File: config.mk
export PLATFORM = sky130hd
export DESIGN_NAME = policy_ram_arbiter
export DESIGN_NICKNAME = d
export VERILOG_FILES = /design/src/rtl/policy_ram_arbiter.sv
export SDC_FILE = /design/constraint.sdc
export NUM_CORES = 1
export LEC_CHECK = 0
export ABC_AREA = 1
export CAP_MARGIN = 20
export CORE_ASPECT_RATIO = 1.5
export CORE_MARGIN = 1.5
export CORE_UTILIZATION = 45
export CTS_CLUSTER_DIAMETER = 80
export DETAILED_ROUTE_END_ITERATION = 10
export PLACE_DENSITY_LB_ADDON = 0.12
export SYNTH_ARGS = -nofsm -noshare
export SYNTH_HDL_FRONTEND = slang
export SYNTH_SLANG_ARGS = --single-unit
File: constraint.sdc
create_clock -name clk -period 1.9 [get_ports clk]
set_input_delay 0.38 -clock clk [delete_from_list [all_inputs] [get_ports clk]]
set_output_delay 0.38 -clock clk [all_outputs]
set_load 0.01 [all_outputs]
File: src/rtl/policy_ram_arbiter.sv
// rtl/policy_ram_arbiter.sv - write-priority, round-robin-read sequencer for a shared 16x32 policy RAM
// Optional ARB_TIMEOUT_EN: a read stuck in WAIT for TIMEOUT cycles completes with rd_err and zero data.
module policy_ram_arbiter #(
  parameter int TIMEOUT = 4
) (
  input  logic        clk,
  input  logic        rst,
  input  logic        wr_req,
  input  logic [3:0]  wr_addr,
  input  logic [31:0] wr_data,
  output logic        wr_ack,
  input  logic        rd_req0,
  input  logic [3:0]  rd_addr0,
  input  logic        rd_req1,
  input  logic [3:0]  rd_addr1,
  output logic        rd_ack0,
  output logic        rd_ack1,
  output logic [31:0] rd_data0,
  output logic [31:0] rd_data1,
  output logic        rd_err,
  output logic        ram_wen,
  output logic [3:0]  ram_waddr,
  output logic [31:0] ram_wdata,
  output logic        ram_go_read,
  output logic [3:0]  ram_raddr,
  input  logic [31:0] ram_rdata,
  input  logic        ram_ready
);
  typedef enum logic [2:0] {IDLE, WRITE, READ, WAIT, ACK} state_t;

  state_t      state;
  logic        rr_last;
  logic        wr_last;
  logic        grant_id;
  logic [3:0]  addr_q;
  logic [31:0] wdata_q;
  logic        rd_pending;
  logic        pick1;
  logic        take_write;

  // A write wins unless the previous grant was also a write and a read is waiting.
  always_comb begin
    rd_pending = rd_req0 | rd_req1;
    pick1      = rr_last ? ~rd_req0 : rd_req1;
    take_write = wr_req & (~rd_pending | ~wr_last);
  end

  assign ram_waddr = addr_q;
  assign ram_raddr = addr_q;
  assign ram_wdata = wdata_q;

`ifdef ARB_TIMEOUT_EN
  logic [3:0] wait_cnt;
  logic       timed_out;
  assign timed_out = (wait_cnt == 4'(TIMEOUT - 1));
`else
  logic unused_timeout;
  assign unused_timeout = ^4'(TIMEOUT);
  assign rd_err         = 1'b0;
`endif

  always_ff @(posedge clk) begin
    if (rst) begin
      state       <= IDLE;
      rr_last     <= 1'b1;
      wr_last     <= 1'b0;
      grant_id    <= 1'b0;
      addr_q      <= '0;
      wdata_q     <= '0;
      wr_ack      <= 1'b0;
      ram_wen     <= 1'b0;
      ram_go_read <= 1'b0;
      rd_ack0     <= 1'b0;
      rd_ack1     <= 1'b0;
      rd_data0    <= '0;
      rd_data1    <= '0;
`ifdef ARB_TIMEOUT_EN
      wait_cnt    <= '0;
      rd_err      <= 1'b0;
`endif
    end else begin
      case (state)
        IDLE: begin
          if (take_write) begin
            state   <= WRITE;
            addr_q  <= wr_addr;
            wdata_q <= wr_data;
            ram_wen <= 1'b1;
            wr_ack  <= 1'b1;
          end else if (rd_pending) begin
            state       <= READ;
            grant_id    <= pick1;
            addr_q      <= pick1 ? rd_addr1 : rd_addr0;
            ram_go_read <= 1'b1;
          end
        end
        WRITE: begin
          ram_wen <= 1'b0;
          wr_ack  <= 1'b0;
          wr_last <= 1'b1;
          state   <= IDLE;
        end
        READ: begin
          ram_go_read <= 1'b0;
          wr_last     <= 1'b0;
          rr_last     <= grant_id;
          state       <= WAIT;
`ifdef ARB_TIMEOUT_EN
          wait_cnt    <= '0;
`endif
        end
        WAIT: begin
          // A late ram_ready still beats a coincident timeout.
          if (ram_ready) begin
            state    <= ACK;
            rd_ack0  <= ~grant_id;
            rd_ack1  <= grant_id;
            rd_data0 <= grant_id ? '0 : ram_rdata;
            rd_data1 <= grant_id ? ram_rdata : '0;
          end
`ifdef ARB_TIMEOUT_EN
          else if (timed_out) begin
            state   <= ACK;
            rd_ack0 <= ~grant_id;
            rd_ack1 <= grant_id;
            rd_err  <= 1'b1;
          end else begin
            wait_cnt <= wait_cnt + 4'd1;
          end
`endif
        end
        ACK: begin
          rd_ack0  <= 1'b0;
          rd_ack1  <= 1'b0;
          rd_data0 <= '0;
          rd_data1 <= '0;
`ifdef ARB_TIMEOUT_EN
          rd_err   <= 1'b0;
`endif
          state    <= IDLE;
        end
        default: state <= IDLE;
      endcase
    end
  end
endmodule

Word level (Yosys, flattened, before mapping)

Index checks and enable logic that the tools add are counted.

Eq/ne operators: 9
Reduce and logical (&&, ||, !) cells: 13
Add/subtract/negate cells: 0
Mux-type cells: 24
Bitwise logic cells: 8
$lt $le $gt $ge: 0
Divide/modulo/power cells: 0
Shift operators: 0
Multiply operators: 0

Operators with widths:

| kind                                                             | count |
|---|---|
| 32-bit 2-to-1 mux                                                | 4 |
| 32-bit case mux with 2 select lines                              | 2 |
| 4-bit 2-to-1 mux                                                 | 3 |
| 1-bit case mux with 2 select lines                               | 5 |
| 2-bit AND reduction                                              | 5 |
| 2-bit nonzero test                                               | 5 |
| 3-bit 2-to-1 mux                                                 | 3 |
| 3-bit case mux with 3 select lines                               | 1 |
| 2-bit inequality test (second input constant)                    | 4 |
| 3-bit by 2-bit == test with 1-bit output (second input constant) | 2 |
| 1-bit 2-to-1 mux                                                 | 6 |
| 3-bit AND reduction                                              | 2 |
| 1-bit inverter                                                   | 5 |
| 3-bit by 1-bit == test with 1-bit output (second input constant) | 1 |
| 3-bit == test (second input constant)                            | 1 |
| 3-bit zero test                                                  | 1 |
| 3-bit inequality test (second input constant)                    | 1 |
| 1-bit bitwise OR                                                 | 2 |
| 1-bit bitwise AND                                                | 1 |

Bits in latches: 0
Flip-flop bits (word level): 110
Memories kept: 0
Memory bits (writable): 0
Word-level logic and storage cells: 66
Output and inout port bits: 110
Memory bits (read-only): 0
Input port bits: 82

Depth between registers and ports, before layout

Gate-level depths: netlist of the first run.

Depth in word-level cells: 6
Mapped depth: 8
Gate-level depth less buffers: 7

Worst setup path before layout of the first run

Ideal clock, no wire load.

Path kind: input-to-reg
Start point: input port wr_req
End point: register addr_q[0], in the netlist ram_raddr[0]
Setup slack: 604 ps
Setup time: 117 ps
Data required time: 1783 ps
Buffers on the path: 1
Data arrival time: 1179 ps
Cell stages on the path: 5
Path through: clkbuf_1 a21boi_0 nor2_1 nor2_1 nor2_1

Longest elaborated chain between the ends: 3
Elaborated cells on any way between the ends: 4
Classes of those cells: mux: 1; bitwise: 1; reduce/logical: 2

RTL lines:

| element                              | RTL line | RTL |
|---|---|---|
| start, declared                      | 8        | `input logic wr_req,` |
| 1-bit bitwise AND (*)                | 45       | `take_write = wr_req & (~rd_pending \| ~wr_last);` |
| 2-bit nonzero test (no source line)  | -        |  |
| 2-bit AND reduction (no source line) | -        |  |
| end signal, assigned                 | 86       | `addr_q <= wr_addr;` |
| end signal, assigned                 | 93       | `addr_q <= pick1 ? rd_addr1 : rd_addr0;` |
| end, declared                        | 35       | `logic [3:0] addr_q;` |

Every way passes the cells marked *; elsewhere a longest branch is shown, timed or not.
A chain may end at the register's enable or synchronous reset.

Worst setup path in the final report of the first run

Start point: register ram_wen
End point: output port ram_wen

RTL lines:

| element                | RTL line | RTL |
|---|---|---|
| start, declared        | 21       | `output logic ram_wen,` |
| start signal, assigned | 71       | `ram_wen <= 1'b0;` |
| start signal, assigned | 88       | `ram_wen <= 1'b1;` |
| start signal, assigned | 98       | `ram_wen <= 1'b0;` |

No word-level cell between the ends.

==> results.txt, run 1 <==
Via count of the first global-routing pass: 3961. The final worst slack was 0.249 ns. For this run, the post-layout net count is 808. Clock-pin slew was measured on the worst setup and hold paths at 0.07 ns. The number of buffer and inverter stages on the critical path is 1.

The number of port buffers came out at 190. The tool flagged a number of max-cap violations equal to 0. The tools report the placement row count as 43. In this run the register-to-register setup slack is 0.38 ns.

Detailed router's first-iteration violation count: 182. The repair_antennas step left the layout with diodes totalling 0. Accumulated negative setup slack: 0 ns. Synthesis produced a netlist whose cell count is 562. The reg-to-reg startpoint is state[2]. The run gives 9 as the clock buffer count from CTS. The clock tree synthesis step divided the H-tree into 3 levels.

The clock arrives with 0.00441 ns of skew. After detailed routing, the average wire length per cell comes to 14.9 µm. Warning count from the yosys run: 0.

The first global-routing pass estimated 19.4 mm of wire. For this run the aggregate overflow at the end of global routing stands at 0. For the worst setup path, the data arrival time is 1.27 ns. The total of fill cells in the finished design was 792.

Final hold analysis gives a worst-case slack of 0.368 ns. The critical path goes through clkdlybuf4s50_1. Setup repair after global routing left no endpoint under its margin. Synthesis instantiated 23 different standard cells from the library. The clock drives 110 sinks.

The fraction of final layout cells with drive strength greater than 1 was 5.61%. Synthesis produced a netlist with a net count of 644. The cell area after layout is 0.00652 mm². STA classifies the critical path startpoint as a register. The tools report the share of the yosys chip area belonging to registers as 50.7%.

STA classifies the critical path endpoint as a primary output. IR analysis of the VDD net gives a maximum drop of 0.687 mV. The placed cell count is 827. By area the synthesized netlist is led by sky130_fd_sc_hd__dfxtp_1 51%, sky130_fd_sc_hd__nand3_1 17%, sky130_fd_sc_hd__a21oi_1 8.4%.

Post-CTS repair changed the size of 0 cells. For the initial antenna violation count, the log shows 0. Pin placement for this block handled 192 I/O pins. The maximum single-stage delay on the critical path is 0.56 ns.

The run finished with clean final reports. TritonCTS built the clock tree. After detailed placement, the total cell area comes to 0.00624 mm². The first detailed-routing pass ran for 7 iterations.

The DRC violation count after routing is 0, and the remaining antenna violation count is 0. The worst hold path passes through 3 cells. The post-route minimum period was 1.65 ns.

Compared with the post-synthesis result, the final layout area differs by 50.2%. The run gives 2.39 nW as the leakage power. The total power of the final layout was 5.60 mW. The cell type with the highest aggregate area in the netlist was sky130_fd_sc_hd__dfxtp_1.

The tools report the last weighted congestion value of the routability-driven placer as 0.773. The run gives -0.0225 ns as the minimum setup slack after placement. In this run the horizontal extent of the chip is 83.2 µm. Master cell of the clock root buffer: sky130_fd_sc_hd__clkbuf_16.

The number of buffers inserted by hold repair at cts is 0. The die covers 0.0103 mm². The power per standard cell area was 859 mW/mm²; the register bit count reported by yosys was 110. The worst-case reg-to-reg path depth works out to 7.

On the critical path the largest part of the delay comes from buffers and inverters. The capture point of the worst reg-to-reg path is ram_wdata[24]. The max-slew headroom at the worst pin came out at 51.4%. The slew at the pin with the worst max-slew slack was 0.729 ns.

The hold violation total from the final report was 0; the largest driver fanout on the critical path was 3. The sequential cells in the finished layout cover a total of 0.00220 mm². Measured on the finished design, the core utilization comes to 70.0%. Leaving out filler cells and counting taps, the final layout contains 843.

The tools report the required time of the critical path as 1.52 ns. For the insertion delay to the later sink of the worst-skew pair, the log shows 0.34 ns. The effective utilization at floorplan is 46.6%, and the post-synthesis instance area is 0.00434 mm².

The average instance in the mapped netlist occupies 7.72 µm². Detailed placement finished with a half-perimeter wire length of 8.56 mm. Across every metal layer, demand over resource in global routing totals 23.5%.

The path type of the worst min-delay path was in -> reg. The number of vias per cell was 5.28. In the final layout, the multi-input gates occupy 0.00178 mm². Wires add up to 12.5 mm. The tools report the number of max-slew violations in the final report as 0.

The tools report the launching element of the worst setup path as ram_wen. The floorplan step defined a core boundary enclosing 0.00931 mm². Critical path endpoint: ram_wen. Measured along the y axis, the die boundary spans 123 µm. Timing would allow up to 606 MHz. The run gives 0 as the final setup violation count. The top cell type by area accounts for 50.7% of the synthesized area.

The category of the most critical setup path is reg -> out. Once the clock tree was built, the setup fixing pass inserted 0 buffers. Entering global routing, the biggest net connects 71 pins. The critical path depth in cells works out to 1. Dividing the final minimum period by the clock period gives 86.9%. Library cell contributing the largest single delay on the critical path: sky130_fd_sc_hd__clkdlybuf4s50_1. The via count is 4448. No sink is reached through more buffers than the 2 on the longest clock path.
## area by class of cell
cell class	count	area share [%]
clock buffer	11	3.73
clock inverter	5	0.518
inverter	22	1.27
multi-input combinational	378	27.3
sequential	110	33.8
tap	112	2.15
timing repair buffer	205	31.2
## worst min path at each step
stage / end / from
after floorplan: wr_last / wr_last
after global placement: ram_wdata[22] / ram_wdata[22]
after detailed placement: ram_wdata[22] / ram_wdata[22]
after CTS: rr_last / rst
after global routing: rr_last / rst
final: rr_last / rst
## synthesized netlist by cell type (all sizes together)
master / n
clkbuf: 19
nand3: 145
buf: 33
nor2: 86
o211ai: 1
dfxtp: 110
o21ai: 36
a21boi: 1
conb: 1
a21oi: 75
inv: 22
nand2: 31
nand4: 2
## per-layer routing
| metal | global-route usage [%] | vias up | share of wire [%] |
|---|---|---|---|
| met4 | 8.13 | 0 | 1.7 |
| met2 | 41.6 | 175 | 52 |
| met1 | 28.0 | 2044 | 40 |
| li1 | - | 2214 | - |
| met3 | 5.61 | 15 | 7.0 |
| met5 | 0 | - | 0 |
## flip-flops by register name, indices dropped and copies added, names as in the netlist
register,cells
wr_last,1
rd_ack1,1
ram_go_read,1
rd_ack0,1
grant_id,1
rd_data1,32
ram_wdata,32
rr_last,1
rd_data0,32
ram_wen,1
state,3
ram_raddr,4
## layout by cell type, fill, tap and decap left out, types with 3 or more instances in the layout
cell type and count:
sky130_fd_sc_hd__a21oi_1 73, sky130_fd_sc_hd__buf_4 13, sky130_fd_sc_hd__clkbuf_16 9, sky130_fd_sc_hd__clkdlybuf4s50_1 189, sky130_fd_sc_hd__clkinv_2 3, sky130_fd_sc_hd__dfxtp_1 110, sky130_fd_sc_hd__inv_1 20, sky130_fd_sc_hd__nand2_1 29
sky130_fd_sc_hd__nand3_1 144, sky130_fd_sc_hd__nor2_1 84, sky130_fd_sc_hd__o21ai_0 36
## report_power, final
part | internal (mW) | switching [mW] | leakage (nW)
logic | 0.630 | 0.631 | 1.35
clock network | 0.929 | 0.825 | 0.137
registers | 2.48 | 0.105 | 0.896
total | 4.04 | 1.56 | 2.39
## cell families (layout without fill, tap and decap cells)
family	after synthesis	in the layout	share of synthesized area, %
AND/OR/NAND/NOR	264	264	27.6
other	1	1	0.0864
buffers and inverters	74	243	8.28
AO/OA/AOI/OAI	113	113	13.3
flip-flops	110	110	50.7
## worst min-delay path: cells and delay by family
| kind | cells | cell delay [ns] |
|---|---|---|
| compound gates | 1 | 0.11 |
| buf+inv | 2 | 0.18 |
Power figures use the tool's default switching activity.
==> run 2: changes to the inputs <==
- GPL_TIMING_DRIVEN: default -> 0
- MAX_ROUTING_LAYER: default -> met4
- clock period: 1.9 -> 2.01 ns (I/O delays scaled with it)
==> run 2 against run 1 <==
Net effect:
- global-route usage grew 2.7 points
- die area is the same
- clock skew grew 0.0026 ns
- combinational power is essentially flat
- final area grew 2.9%
- first-iteration DRC count shrank 7.7%
- non-clock buffer count grew 35
- largest cell class unchanged
==> results.txt, run 2 (same netlist as run 1, synthesis figures left out) <==
The largest driver fanout on the critical path works out to 3 (unchanged). The run finished with clean final reports. The die width is 83.2 µm (unchanged), and the total die area is 0.0103 mm² (unchanged). The relative area change from synthesis to final layout works out to 54.6%. The remaining global-route overflow is 0 (unchanged). Traced cell by cell, the critical path runs through buf_4 > clkdlybuf4s50_1. The peak clock frequency supported by timing was 565 MHz; the initial antenna violation count was 0 (unchanged). The remaining antenna violation count is 0 (unchanged), and the hold violation total from the final report is 0 (unchanged).

The effective utilization at floorplan is 46.6% (unchanged). STA classifies the critical path startpoint as a register. The total of fill cells in the finished design is 755 (-4.7%), and the maximum number of buffers from clock root to sink is 2 (unchanged). The cell sitting at the root of the clock tree is a sky130_fd_sc_hd__clkbuf_16. The tools report the clock sink count as 110 (unchanged).

TritonCTS built the clock tree. Number of buffer and inverter stages on the critical path: 2 (+1). The commonest non-fill, non-tap cell in the layout is sky130_fd_sc_hd__clkdlybuf4s50_1.

The core outline area came out at 0.00931 mm² (unchanged). The last weighted congestion value of the routability-driven placer is 0.830 (+7.5%), and the number of max-cap violations is 0 (unchanged). The leakage power is 2.50 nW (+4.6%). The placed cell area was 0.00636 mm² (+1.9%); the worst-case vdd ir drop was 0.543 mV (-21%). The number of port buffers is 188 (-1.1%), and the number of vias per cell is 5.31 (+0.63%). Kind of cell adding the most delay to the critical path: buffers and inverters.

Number of setup buffers added after CTS: 0 (unchanged). The max-slew headroom at the worst pin is 66.4% (+15 points), and the slew at the pin with the worst max-slew slack is 0.504 ns (-0.225 ns). Detailed router's first-iteration violation count: 168 (-7.7%).

The tools report the endpoint class of the critical path as a primary output. The cell area after layout is 0.00671 mm² (+2.9%), and the total inserted antenna cells is 0 (unchanged). The tools report the sum of net half-perimeters after detailed placement as 10.3 mm (+21%). The arrival time at the worst endpoint is 1.37 ns (+0.10 ns), and the ratio of final minimum period to clock period is 88.1%. The maximum clock skew at final layout was 0.00704 ns (+0.00263 ns). The tools report the number of max-slew violations in the final report as 0 (unchanged).

The maximum single-stage delay on the critical path was 0.52 ns (-0.04 ns). Setup repair after global routing left no endpoint under its margin. The final design utilization is 72.1% (+2.1 points).

In the layout the commonest cells are 188 x sky130_fd_sc_hd__clkdlybuf4s50_1, 144 x sky130_fd_sc_hd__nand3_1, 110 x sky130_fd_sc_hd__dfxtp_1, 84 x sky130_fd_sc_hd__nor2_1, 73 x sky130_fd_sc_hd__a21oi_1. The maximum number of pins on one net before global-route repair is 18 (-75%), and the required time of the critical path is 1.61 ns (+0.09 ns). For the clock buffer count from CTS, the log shows 9 (unchanged). The placement row count was 43 (unchanged). For the number of cells upsized or downsized after cts, the log shows 0 (unchanged).

The final setup violation count was 0 (unchanged); the number of H-tree levels was 3 (unchanged). The DRC violation count after routing was 0 (unchanged); the first-pass GRT wire length was 21.0 mm (+8.0%). The insertion delay to the later sink of the worst-skew pair is 0.35 ns (about the same), and the overall track demand over capacity in global routing is 26.2% (+2.7 points). The path type of the worst min-delay path is reg -> reg.

The power per standard cell area works out to 855 mW/mm² (-0.39%). Routed wirelength normalized by instance count: 15.3 µm (+2.8%). Die outline height: 123 µm (unchanged). The number of detailed-route iterations in the first pass is 7 (unchanged), and the post-route minimum period is 1.77 ns.

The fraction of final layout cells with drive strength greater than 1 was 7.57% (+2.0 points); the number of nets in the layout was 843 (+4.3%). Number of buffers inserted by hold repair at cts: 0 (unchanged). The clock transition at the registers of the reported paths is 0.07 ns (about the same).

Count of pins on the block boundary: 192 (unchanged). Via count: 4662 (+4.8%). The category of the most critical setup path is reg -> out. Library cell contributing the largest single delay on the critical path: sky130_fd_sc_hd__clkdlybuf4s50_1.

The via count of the first global-routing pass was 4540 (+15%); the post-detailed-routing wire length was 13.4 mm (+7.0%).
## run 2: worst min-delay path, delay by kind of cell (launching register included)
family / cells / cell delay (ns)
and+or+nand+nor: 1 / 0.07
DFF: 1 / 0.31
AOI/OAI and AO/OA: 1 / 0.06
## run 2: stage by stage
stage               setup WS, ns  power, mW  TNS [ns]  instances  hold slack, ns
CTS                        0.238       5.75         0        878           0.484
detailed placement       -0.0463       3.73    -0.493        862           0.473
global route               0.151       5.99         0        878           0.500
floorplan                  0.692       3.09         0        562           0.451
global placement         0.00346       3.70         0        862           0.462
finish                     0.240       5.74         0        878           0.484
## run 2: final timing paths
kind / start / to / slack [ns] / cells past startpoint
setup / recovery: ram_wen / wr_ack / 0.24 / 2
hold / removal: rd_data0[25] / rd_data0[25] / 0.48 / 2
setup reg to reg: state[1] / rd_data0[10] / 0.41 / 5
hold reg to reg: rd_data0[25] / rd_data0[25] / 0.48 / 2
## run 2: cell type report
class / instances / area (µm²) / area share (%)
clock buffers: 11 / 243 / 3.62
flip-flops and latches: 110 / 2200 / 32.8
repair buffers: 188 / 1880 / 28.1
inverters: 22 / 82.6 / 1.23
clock inverters: 5 / 104 / 1.55
well taps: 112 / 140 / 2.09
plain buffers: 52 / 277 / 4.12
multi-input cells: 378 / 1780 / 26.5
## run 2: routing by layer
layer | GRT usage [%] | part of all wire, % | vias to the layer above
li1 | - | - | 2292
met2 | 48.2 | 53 | 192
met4 | 11.0 | 3.0 | 0
met3 | 4.94 | 7.0 | 27
met1 | 27.4 | 37 | 2151
met5 | - | 0 | -
## run 2: power by group
| part | total [mW] | internal (mW) | switching [mW] |
|---|---|---|---|
| Combinational | 1.24 | 0.626 | 0.617 |
| Sequential | 2.44 | 2.34 | 0.0964 |
| Clock | 2.06 | 1.26 | 0.801 |
| Total | 5.74 | 4.22 | 1.51 |
==> run 3: changes to the inputs <==
- ABC_CLOCK_PERIOD_IN_PS: default -> 2300
- clock period: 2.01 -> 2.3 ns (I/O delays scaled with it)
==> results of run 3 <==
The final DEF is identical to that of run 2. Status: finished, final reports clean.
Main changes from that run: setup slack after placement -0.0463 ns -> 0.186 ns; setup slack after layout 0.240 ns -> 0.472 ns; register-to-register setup slack 0.41 ns -> 0.70 ns; total power 5.74 mW -> 5.01 mW; worst IR drop on VDD 0.543 mV -> 0.475 mV
